===== config.mk =====
export PLATFORM = sky130hd
export DESIGN_NAME = sram_req_arbiter
export DESIGN_NICKNAME = d
export VERILOG_FILES = /design/src/rtl/sram_req_arbiter.sv
export SDC_FILE = /design/constraint.sdc
export NUM_CORES = 1
export LEC_CHECK = 0
export ABC_AREA = 0
export BUFFER_PORTS_ARGS = -buffer_cell sky130_fd_sc_hd__buf_2
export CORE_AREA = 2 2 127 129
export DETAILED_ROUTE_END_ITERATION = 16
export DIE_AREA = 0 0 129 131
export PLACE_DENSITY_LB_ADDON = 0.08
export SKIP_LAST_GASP = 1
export SLEW_MARGIN = 40
export SYNTH_ARGS = -nofsm -noshare
export SYNTH_HDL_FRONTEND = slang
export SYNTH_SLANG_ARGS = --single-unit

===== constraint.sdc =====
create_clock -name clk -period 3.27 [get_ports clk]
set_input_delay 0.654 -clock clk [delete_from_list [all_inputs] [get_ports clk]]
set_output_delay 0.654 -clock clk [all_outputs]
set_load 0.1 [all_outputs]

===== src/rtl/sram_req_arbiter.sv =====
// Two-requester (inst/data) sram-like arbiter with an in-order owner FIFO that routes responses back.
// Optional feature macro: ARB_RR_EN selects round-robin arbitration; when undefined, data has fixed priority.
module sram_req_arbiter #(
    parameter  int unsigned OUTST_DEPTH = 4,
    parameter  int unsigned CMD_W       = 71,
    localparam int unsigned CNT_W       = $clog2(OUTST_DEPTH) + 1
) (
    input  logic             clk,
    input  logic             reset,
    input  logic             inst_req,
    input  logic [CMD_W-1:0] inst_cmd,
    output logic             inst_addr_ok,
    output logic             inst_data_ok,
    output logic [31:0]      inst_rdata,
    input  logic             data_req,
    input  logic [CMD_W-1:0] data_cmd,
    output logic             data_addr_ok,
    output logic             data_data_ok,
    output logic [31:0]      data_rdata,
    output logic             m_req,
    output logic [CMD_W-1:0] m_cmd,
    input  logic             m_addr_ok,
    input  logic             m_data_ok,
    input  logic [31:0]      m_rdata,
    output logic [CNT_W-1:0] outst_cnt
);

    localparam int unsigned PTR_W = $clog2(OUTST_DEPTH);

    typedef enum logic {
        S_OPEN   = 1'b0,
        S_LOCKED = 1'b1
    } lock_state_e;

    lock_state_e            r_state;
    lock_state_e            w_state_nxt;
    logic                   r_lock_owner;
    logic                   w_lock_owner_nxt;
    logic [OUTST_DEPTH-1:0] r_owner;
    logic [PTR_W-1:0]       r_wr_ptr;
    logic [PTR_W-1:0]       r_rd_ptr;
    logic [CNT_W-1:0]       r_cnt;

    logic w_full;
    logic w_empty;
    logic w_pri;
    logic w_grant;
    logic w_push;
    logic w_pop;
    logic w_head;

    assign w_full  = (r_cnt == CNT_W'(OUTST_DEPTH));
    assign w_empty = (r_cnt == CNT_W'(0));

`ifdef ARB_RR_EN
    logic r_rr_pri;

    // Priority passes to the requester that did not win the last accepted push.
    always_ff @(posedge clk) begin
        if (reset) begin
            r_rr_pri <= 1'b0;
        end else if (w_push) begin
            r_rr_pri <= ~w_grant;
        end
    end

    assign w_pri = r_rr_pri;
`else
    assign w_pri = 1'b1;
`endif

    // Grant: 0 = inst, 1 = data; a stalled request keeps its owner until accepted.
    always_comb begin
        w_grant = data_req;
        if (r_state == S_LOCKED) begin
            w_grant = r_lock_owner;
        end else if (inst_req && data_req) begin
            w_grant = w_pri;
        end
    end

    assign m_req  = (inst_req | data_req) & ~w_full & ~reset;
    assign m_cmd  = reset ? '0 : (w_grant ? data_cmd : inst_cmd);
    assign w_push = m_req & m_addr_ok;
    assign w_pop  = m_data_ok & ~w_empty & ~reset;
    assign w_head = r_owner[r_rd_ptr];

    assign inst_addr_ok = w_push & ~w_grant;
    assign data_addr_ok = w_push & w_grant;
    assign inst_data_ok = w_pop & ~w_head;
    assign data_data_ok = w_pop & w_head;
    assign inst_rdata   = reset ? 32'h0 : m_rdata;
    assign data_rdata   = reset ? 32'h0 : m_rdata;
    assign outst_cnt    = reset ? '0 : r_cnt;

    always_ff @(posedge clk) begin
        if (reset) begin
            r_state      <= S_OPEN;
            r_lock_owner <= 1'b0;
        end else begin
            r_state      <= w_state_nxt;
            r_lock_owner <= w_lock_owner_nxt;
        end
    end

    always_comb begin
        w_state_nxt      = r_state;
        w_lock_owner_nxt = r_lock_owner;
        if (m_req) begin
            if (m_addr_ok) begin
                w_state_nxt = S_OPEN;
            end else begin
                w_state_nxt      = S_LOCKED;
                w_lock_owner_nxt = w_grant;
            end
        end
    end

    // In-order owner FIFO; pointers wrap naturally since depth is a power of two.
    always_ff @(posedge clk) begin
        if (reset) begin
            r_owner  <= '0;
            r_wr_ptr <= '0;
            r_rd_ptr <= '0;
            r_cnt    <= '0;
        end else begin
            if (w_push) begin
                r_owner[r_wr_ptr] <= w_grant;
                r_wr_ptr          <= r_wr_ptr + PTR_W'(1);
            end
            if (w_pop) begin
                r_rd_ptr <= r_rd_ptr + PTR_W'(1);
            end
            case ({w_push, w_pop})
                2'b10:   r_cnt <= r_cnt + CNT_W'(1);
                2'b01:   r_cnt <= r_cnt - CNT_W'(1);
                default: r_cnt <= r_cnt;
            endcase
        end
    end

endmodule


==> impl_metrics.yaml <==
sta:
  setup_violations: 0
  fmax_mhz: 380
  hold_ws_ns: 0.512
  post-route-min-period_ns: 2.63
  finalHoldViolCount: 0
  report.final.slew_viol_count: 0
  worstMarginPinSlew_ns: 0.636
  tns_ns: 0
  fin_crit_sh: 0.805
  rsz0062_at_grt: "no"
  clock_skew_ns: 0.00419
  relSlewSlack: 0.576
yosys:
  synth.distinct_cells: 34
  ys.flop_type: "dfxtp_1"
  ys_warn_count: 0
  synth_area_sq_mm: 0.00219
  synth.avg_cell_area_sq_um: 5.74
  synth-seq-cells: 13
  synth-async-reset-ratio: 0
  syn-num-nets: 568
  synth_edf_count: 0
  synthCells: 382
  synth_seq_area_share: 0.119
placed_design:
  dpl.cell_count: 862
  io_buffers: 322
  dp_hpwl_mm: 9.84
  place_congestion: 0.763
route:
  routed_wl_mm: 11.9
  via_count: 3507
  firstDrtPassIters: 4
  drc: 0
  drt_iter0_markers: 119
  wl_per_cell_microns: 13.8
  final_antenna_net_count: 0
  via_per_inst: 4.05
finish:
  fin_cells: 866
  area_growth_syn_to_layout_pct: 136
  final_cell_mix: "buf_2, nand2_1, a21oi_2, buf_12, nor2b_1"
  final_layout_size_suffix_gt1_frac: 0.632
  final_common_cell: "buf_2"
  num_antenna_cells: 0
  finalNetCount: 837
die:
  std_cell_rows: 46
  start_util: 0.141
  fp.dieH_microns: 131
  io_pins: 323
  die_x_microns: 129
  core_area_sq_mm: 0.0156
  die_area_sq_mm: 0.0169
setup_path:
  required_ns: 2.62
  cp_max_fo: 44
  endpoint_kind: "output port"
  crit_type: "reg2out"
  start_kind: "flop"
  critPathArrivalTime_ns: 1.98
  worst-r2r-setup-slack_ns: 0.84
cts:
  ctsHoldBuffers: 0
  max-clock-path-buffers: 2
  cts_buffers: 3
  cts_sinks: 13
  clockRootBuffer: "clkbuf_16"
  postCtsSetupBuffers: 0
  clk_pin_slew_ns: 0.05
  htreeDepth: 1
  cts_tree: "built"
  clock_latency_ns: 0.24
  ctsResizeCount: 0
grt:
  grt_pass1_wl_mm: 16.7
  grt_max_degree: 57
  gr-total-overflow: 0
  track_usage: 0.124
  grt_pass1_vias: 3148
  antenna_found_initial: 0
power_and_ir_drop:
  p_leak_nw: 2.53
  power.density_mw_per_mm2: 395
  peakVddDrop_mv: 0.159
flow_run:
  maxCapViolations: 0
worst_hold_path:
  min_path_type: "reg2reg"
status:
  outcome: "finished, final reports clean"
[critical path: stages (launching register included)]
cell     delay, ns
dfxtp_1       0.42
mux2i_4       0.26
buf_4         0.45
nand2_1       0.18
a21oi_2       0.20
buf_12        0.19
[final timing paths]
path,startpoint,cells past startpoint,endpoint
setup / recovery,r_state,5,m_cmd[65]
hold / removal,r_wr_ptr[1],2,r_wr_ptr[1]
setup reg to reg,r_cnt[0],7,r_cnt[2]
hold reg to reg,r_wr_ptr[1],2,r_wr_ptr[1]
[per-layer routing]
metal / share of wire / track usage / vias up / wire length (microns)
met5: 0 / 0 / - / 0
met4: 0.0050 / 0.0173 / 0 / 60
met3: 0.091 / 0.0350 / 4 / 1090
met2: 0.54 / 0.234 / 178 / 6400
met1: 0.37 / 0.143 / 1575 / 4400
li1: - / - / 1750 / -
[logic make-up after synthesis]
kind of cell | count (synthesis) | synth area share
AND/OR/NAND/NOR | 200 | 0.398
AO/OA/AOI/OAI | 85 | 0.213
buffers and inverters | 68 | 0.180
flip-flops | 13 | 0.119
multiplexers | 6 | 0.0360
adder cells (fa/ha/maj) | 6 | 0.0377
XOR/XNOR | 4 | 0.0160
[Yosys cell counts (all sizes together) (2+ instances only)]
cell type | instances | area share
nor3 | 2 | 0.0046
nand2b | 2 | 0.0057
nor2b | 35 | 0.10
nand2 | 144 | 0.25
a41oi | 4 | 0.016
a21oi | 72 | 0.16
nor2 | 11 | 0.019
inv | 3 | 0.0051
xor2 | 3 | 0.012
dfxtp | 13 | 0.12
mux2 | 2 | 0.012
ha | 5 | 0.029
clkbuf | 25 | 0.043
mux2i | 3 | 0.014
a311oi | 4 | 0.016
buf | 40 | 0.13
[metrics by stage]
stage,total power [mW],cell area [sq um],utilization,setup WS (ns)
2_1_floorplan,1.34,2460,-,-0.262
3_3_place_gp,1.82,5090,0.327,0.662
3_5_place_dp,1.82,5090,0.327,0.635
4_1_cts,2.06,5170,0.332,0.623
5_1_grt,2.13,5180,0.332,0.523
6_report,2.04,5180,0.332,0.636
[report_power, final]
part | switching, mW | internal (mW)
clock | 0.0700 | 0.163
sequential | 0.0148 | 0.171
combinational | 1.16 | 0.469
[area by class of cell]
type,instances,area [sq um]
fillers,1665,10400
flip-flops and latches,13,260
clock buffers,3,75.1
multi-input cells,301,1820
inverters,3,11.3
repair buffers,329,2740
well taps,216,270
clock inverters,1,5.00
[flip-flops by register name (all words and copies together), names as in the netlist]
signal and cells:
r_cnt 3, r_lock_owner 1, r_owner 4, r_state 1
r_wr_ptr 2, r_rd_ptr 2
(Power assumes the default switching activity.)
